--- config.mk ---
export PLATFORM = sky130hd
export DESIGN_NAME = spi_flash_responder
export DESIGN_NICKNAME = d
export VERILOG_FILES = /design/src/rtl/spi_flash_responder.sv
export SDC_FILE = /design/constraint.sdc
export NUM_CORES = 2
export LEC_CHECK = 0
export BUFFER_PORTS_ARGS = -buffer_cell sky130_fd_sc_hd__buf_4
export CAP_MARGIN = 20
export CORE_MARGIN = 5
export CORE_UTILIZATION = 30
export DETAILED_ROUTE_END_ITERATION = 10
export REMOVE_ABC_BUFFERS = 1
export SLEW_MARGIN = 15
export SYNTH_ARGS = -nofsm -noshare
export SYNTH_HDL_FRONTEND = slang
export SYNTH_SLANG_ARGS = --single-unit
--- constraint.sdc ---
create_clock -name clkin -period 16.15 [get_ports clkin]
set_input_delay 2.4225 -clock clkin [delete_from_list [all_inputs] [get_ports clkin]]
set_output_delay 2.4225 -clock clkin [all_outputs]
set_load 0.02 [all_outputs]
--- src/rtl/spi_flash_responder.sv ---
// spi_flash_responder: SPI mode-0 target emulating a small serial NOR flash.
// Ports: clkin/rstn, SPI pins sclk/nss/mosi/miso/miso_oe, write bus, wel.
module spi_flash_responder #(
  parameter int          ADDR_W   = 8,
  parameter logic [23:0] JEDEC_ID = 24'hEF4015,
  parameter int          SYNC_STG = 2
) (
  input  logic              clkin,
  input  logic              rstn,
  input  logic              sclk,
  input  logic              nss,
  input  logic              mosi,
  output logic              miso,
  output logic              miso_oe,
  output logic              wr_stb,
  output logic [ADDR_W-1:0] wr_addr,
  output logic [7:0]        wr_data,
  output logic              wel
);
  localparam int DEPTH = 1 << ADDR_W;

  localparam logic [2:0] S_IDLE = 3'd0;
  localparam logic [2:0] S_CMD  = 3'd1;
  localparam logic [2:0] S_ADDR = 3'd2;
  localparam logic [2:0] S_RD   = 3'd3;
  localparam logic [2:0] S_WR   = 3'd4;
  localparam logic [2:0] S_STAT = 3'd5;
  localparam logic [2:0] S_ID   = 3'd6;
  localparam logic [2:0] S_IGN  = 3'd7;

  logic [SYNC_STG-1:0] sclk_q;
  logic [SYNC_STG-1:0] nss_q;
  logic [SYNC_STG-1:0] mosi_q;
  logic                sclk_h;
  logic                nss_h;

  // nss chain resets low so a select already held low at reset
  // release never looks like a falling edge.
  always_ff @(posedge clkin or negedge rstn) begin
    if (!rstn) begin
      sclk_q <= '0;
      nss_q  <= '0;
      mosi_q <= '0;
      sclk_h <= 1'b0;
      nss_h  <= 1'b0;
    end else begin
      sclk_q <= {sclk_q[SYNC_STG-2:0], sclk};
      nss_q  <= {nss_q[SYNC_STG-2:0], nss};
      mosi_q <= {mosi_q[SYNC_STG-2:0], mosi};
      sclk_h <= sclk_q[SYNC_STG-1];
      nss_h  <= nss_q[SYNC_STG-1];
    end
  end

  logic sclk_s, nss_s, mosi_s;
  logic sclk_r, sclk_f, nss_r, nss_f;

  assign sclk_s = sclk_q[SYNC_STG-1];
  assign nss_s  = nss_q[SYNC_STG-1];
  assign mosi_s = mosi_q[SYNC_STG-1];
  assign sclk_r = sclk_s & ~sclk_h;
  assign sclk_f = ~sclk_s & sclk_h;
  assign nss_r  = nss_s & ~nss_h;
  assign nss_f  = ~nss_s & nss_h;

  logic [2:0]        state;
  logic [2:0]        bcnt;
  logic [6:0]        rx;
  logic [7:0]        sh;
  logic [7:0]        tx;
  logic [1:0]        acnt;
  logic [1:0]        idcnt;
  logic              is_read;
  logic              prog_seen;
  logic              oe;
  logic [ADDR_W-1:0] addr;
  logic [7:0]        mem [DEPTH];

  logic              act;
  logic              done;
  logic              mem_we;
  logic [7:0]        rxb;
  logic [ADDR_W-1:0] addr_sh;
  logic [ADDR_W-1:0] addr_inc;

  assign act      = ~nss_s & (state != S_IDLE);
  assign rxb      = {rx, mosi_s};
  assign done     = act & sclk_r & (bcnt == 3'd7);
  assign mem_we   = done & (state == S_WR) & wel;
  // Address bytes shift in MSB first; only the low ADDR_W bits survive.
  assign addr_sh  = ADDR_W'({addr, rxb});
  assign addr_inc = addr + 1'b1;

  assign miso    = sh[7];
  assign miso_oe = oe;

  always_ff @(posedge clkin) begin
    if (mem_we) mem[addr] <= rxb;
  end

  always_ff @(posedge clkin or negedge rstn) begin
    if (!rstn) begin
      state     <= S_IDLE;
      bcnt      <= '0;
      rx        <= '0;
      sh        <= '0;
      tx        <= '0;
      acnt      <= '0;
      idcnt     <= '0;
      is_read   <= 1'b0;
      prog_seen <= 1'b0;
      oe        <= 1'b0;
      addr      <= '0;
      wel       <= 1'b0;
      wr_stb    <= 1'b0;
      wr_addr   <= '0;
      wr_data   <= '0;
    end else begin
      wr_stb <= 1'b0;
      if (nss_r) begin
        state     <= S_IDLE;
        oe        <= 1'b0;
        sh        <= '0;
        bcnt      <= '0;
        prog_seen <= 1'b0;
        if (prog_seen) wel <= 1'b0;
      end else if (nss_f) begin
        state <= S_CMD;
        oe    <= 1'b1;
        sh    <= '0;
        tx    <= '0;
        bcnt  <= '0;
        acnt  <= '0;
        idcnt <= '0;
      end else if (act) begin
        if (sclk_r) begin
          rx   <= rxb[6:0];
          bcnt <= bcnt + 3'd1;
        end
        // The fall right after a byte boundary presents the freshly
        // loaded byte; every other fall advances the current one.
        if (sclk_f) begin
          if (bcnt == 3'd0) sh <= tx;
          else sh <= {sh[6:0], 1'b0};
        end
        if (done) begin
          unique case (state)
            S_CMD: begin
              tx <= '0;
              unique case (1'b1)
                rxb == 8'h06: begin
                  wel   <= 1'b1;
                  state <= S_IGN;
                end
                rxb == 8'h04: begin
                  wel   <= 1'b0;
                  state <= S_IGN;
                end
                rxb == 8'h03: begin
                  is_read <= 1'b1;
                  state   <= S_ADDR;
                end
                rxb == 8'h02: begin
                  is_read <= 1'b0;
                  state   <= S_ADDR;
                end
                rxb == 8'h05: begin
                  tx    <= {6'b0, wel, 1'b0};
                  state <= S_STAT;
                end
                rxb == 8'h9F: begin
                  tx    <= JEDEC_ID[23:16];
                  idcnt <= 2'd1;
                  state <= S_ID;
                end
                default: state <= S_IGN;
              endcase
            end
            S_ADDR: begin
              addr <= addr_sh;
              acnt <= acnt + 2'd1;
              if (acnt == 2'd2) begin
                if (is_read) begin
                  tx    <= mem[addr_sh];
                  state <= S_RD;
                end else begin
                  state <= S_WR;
                end
              end
            end
            S_RD: begin
              addr <= addr_inc;
              tx   <= mem[addr_inc];
            end
            S_WR: begin
              prog_seen <= 1'b1;
              if (wel) begin
                addr    <= addr_inc;
                wr_stb  <= 1'b1;
                wr_addr <= addr;
                wr_data <= rxb;
              end
            end
            S_STAT: tx <= {6'b0, wel, 1'b0};
            S_ID: begin
              unique case (idcnt)
                2'd1: begin
                  tx    <= JEDEC_ID[15:8];
                  idcnt <= 2'd2;
                end
                2'd2: begin
                  tx    <= JEDEC_ID[7:0];
                  idcnt <= 2'd3;
                end
                default: tx <= '0;
              endcase
            end
            S_IGN:  tx <= '0;
            S_IDLE: tx <= '0;
          endcase
        end
      end
    end
  end
endmodule
==> results.md <==
* Final Util at roughly 34%
* Area occupied by multi-input gates at about 34000 µm²
* Worst-Margin Slew at about 1400 ps
* Final Routed Wirelength at 332000 µm
* Layout fillers at around 31k
* Largest family of logic cells by synthesized area: multiplexers
* Synth Area in Adders at 0.125%
* Hold Path Class: reg -> reg
* Synth Area in Compound Gates at roughly 3.1%
* GRT Total Usage at between 10% and 20%
* Hpwl dp at between 200000 and 250000 µm
* DRT iter0 DRCs at 8755
* Worst path slowest cell: o41ai_1
* Syn Area/Cell at between 15 and 20 µm²
* Cts bufs inserted at between 200 and 250
* Crit path DAT at about 7200 ps
* Slew Limit Fails at 0
* Root Buffer: clkbuf_16
* Layout cell share with drive strength beyond 1 at approximately a third
* Area contributors post-synth: edfxtp_1 62%, mux4_2 25%, mux2i_1 1.8%
* Synth-to-Final Area Change at 13.4%
* Reg2reg start: addr[0]
* DIE AREA at 344000 µm²
* Bufs and invs on worst path at 3
* Clk buf depth at 3
* Initial antenna violation count at 16
* # rows at between 200 and 250
* CP Class: reg -> reg
* Leak pwr at 33.5 nW
* Setup tns final at 0 ps
* Die Width at 587 µm
* Most frequent cells in the layout: 2048 x edfxtp_1, 1112 x mux4_2, 307 x nor2_1, 287 x nand2_1, 221 x buf_4
* Pwr dens at 132 nW/µm²
* Avg WL per Cell at ~34 µm
* Initial cell density of the core at ~30%
* Post-synth ARST share at about 3.3%
* Clk slew on worst S/H paths at ~70 ps
* Status: finished clean
* H-tree levels at 4
* Post-synth top flop: edfxtp_1
* Crit start category: flip-flop
* Vias in the first global route at 57.5k
* Min-delay src: mosi_q[0]
* Hold Buf Count CTS at 0
* Port buffer count at 24
* TritonRoute pass-1 iters at 6
* GPL Wtd Cong at about 0.96
* Routed via count at about 59k
* Post-synth EDFFs at ~2.0k
* RSZ-0062 raised after global routing: no
* Post-layout nets at 5237
* Mux cell area share after synthesis at between 20 and 30%
* CP Data Required Time at roughly 17000 ps
* Core area at 331000 µm²
* Slowest stage delay, CP at 1000 ps
* Simple-gate area share of the yosys netlist at under 10%
* Tot Pwr at between 10 and 15 mW
* Seq/Total Area, Yosys at 63.4%
* Postcts setup bufs at 0
* Antenna-violating nets left at 0
* Netlist cell types at 80
* DRC Markers at 0
* Pin count of the biggest net entering global routing at approximately 200
* Final Hold Viols at 0
* # resized after CTS at 0
* CTS sink cnt at 2118
* TritonCTS clock tree: yes
* Crit path time final at 6470 ps
* Crit end category: flip-flop
* Final setup viols at 0
* First-pass GRT wire length at ~460000 µm
* Cell Chain, Critical Path: clkinv_1, ha_4, buf_4, buf_12, mux4_2, nor2_1, o22ai_1, nand4b_1, a211oi_1, o41ai_1, and3b_1, a32oi_1
* Post-Synth XOR/XNOR Area at less than 1%
* Crit Path Max Fanout at 94
* Height of the die at between 500 and 600 µm
* Post-Syn Instances at slightly above 5k
* Seq cells post-synth at 2118
* Worst VDD drop at between 0.00015 and 0.0002 V
* Ratio of final minimum period to clock period at 40.0%
* Largest delay share family, worst path: compound AO/OA/AOI/OAI gates
* Worst skew pair latency at just under 900 ps
* Clock skew at 61.1 ps
* Critical Path Start: addr[0]
* Most common cell after layout, fill and taps aside: edfxtp_1
* Grt ovf at 0
* Achievable Freq at 155 MHz
* I/O pins at 25
* Max_slew headroom at roughly 5%
* Vias/cell at around 6.0
* Cell taking the most area after synthesis: edfxtp_1
* Max Cap Viol at 0
* FF/Latch Area at around 63000 µm²
* Yosys warns at 0
* Synth top area share at between 60% and 70%
* Synthesized area at around 100000 µm²
[worst register-to-register path: stages, from the launching register on]
cell and delay, ps:
dfrtp_4 790, clkinv_1 290, ha_4 980, buf_4 700
buf_12 560, mux4_2 600, nor2_1 370, o22ai_1 290
nand4b_1 170, a211oi_1 170, o41ai_1 1000, and3b_1 290
a32oi_1 100
[logic make-up (layout without fill, tap and decap cells)]
| family | count (synthesis) | in the layout |
|---|---|---|
| fa+ha+maj | 10 | 10 |
| compound gates | 440 | 440 |
| buf+inv | 434 | 671 |
| mux | 1322 | 1322 |
| other cells | 0 | 14 |
| simple gates | 837 | 837 |
| xor+xnor | 13 | 13 |
| flops | 2118 | 2118 |
[layout make-up]
class / instances / share of cell area, %
clock inverter: 150 / 1.86
inverter: 16 / 0.0531
multi-input combinational: 2622 / 30.4
tap: 4366 / 4.83
clock buffer: 257 / 5.03
sequential: 2118 / 55.9
timing repair buffer: 248 / 1.84
antenna: 14 / 0.0310
[state kept, by name, indices dropped and copies added, names as in the netlist, 3 cells and up]
register,flops
sh,8
wr_addr,8
state,3
wr_data,8
bcnt,3
mem,2048
rx,7
addr,8
tx,8
[metrics by stage]
stage | hold slack, ps | worst slack (ps) | instances | cell area [µm²]
after floorplan | 331 | -24160 | 4756 | 97500
after global placement | 340 | 9770 | 9325 | 105000
after detailed placement | 337 | 9950 | 9354 | 105000
after CTS | 351 | 9900 | 9761 | 113000
after global routing | 369 | 9530 | 9777 | 113000
final | 348 | 9680 | 9791 | 113000
[metal layers]
layer	track usage (%)	part of all wire [%]
met1	25.3	38
met2	28.0	45
met3	5.31	12
met4	8.64	5.3
met5	0	0.024
[cells in the mapped netlist (all sizes together), types with 7 or more instances]
| cell | number |
|---|---|
| nand2b | 10 |
| a22oi | 62 |
| a22o | 14 |
| a32oi | 20 |
| dfrtp | 70 |
| a31oi | 30 |
| mux4 | 1112 |
| nand3 | 64 |
| nor2b | 22 |
| o31ai | 12 |
| edfxtp | 2048 |
| clkbuf | 157 |
| mux2i | 184 |
| inv | 14 |
| nor2 | 325 |
| buf | 261 |
| o21ai | 61 |
| nor3b | 7 |
| o221ai | 12 |
| o22ai | 17 |
| nand4 | 23 |
| a32o | 10 |
| and2 | 20 |
| mux2 | 26 |
| nand2 | 288 |
| a211oi | 19 |
| xnor2 | 10 |
| a221oi | 18 |
| a2111oi | 9 |
| nor3 | 27 |
| o2111ai | 13 |
| a21oi | 77 |
| ha | 10 |
| o211ai | 15 |
| and3 | 11 |
[final timing paths]
check | cells after the start | to | slack (ps)
min reg2reg | 0 | mosi_q[1] | 350
max in group asynchronous | 2 | rx[6] | 13230
min in group asynchronous | 1 | mosi_q[0] | 1430
min | 0 | mosi_q[1] | 350
max | 12 | tx[4] | 9680
max reg2reg | 12 | tx[4] | 9680
[power breakdown]
| group | total (mW) | switching (mW) | internal, mW |
|---|---|---|---|
| sequential | 6.51 | 0.115 | 6.40 |
| clock | 5.49 | 2.25 | 3.24 |
| combinational | 2.90 | 1.88 | 1.01 |
No activity file was read; power rests on OpenSTA's default activity.
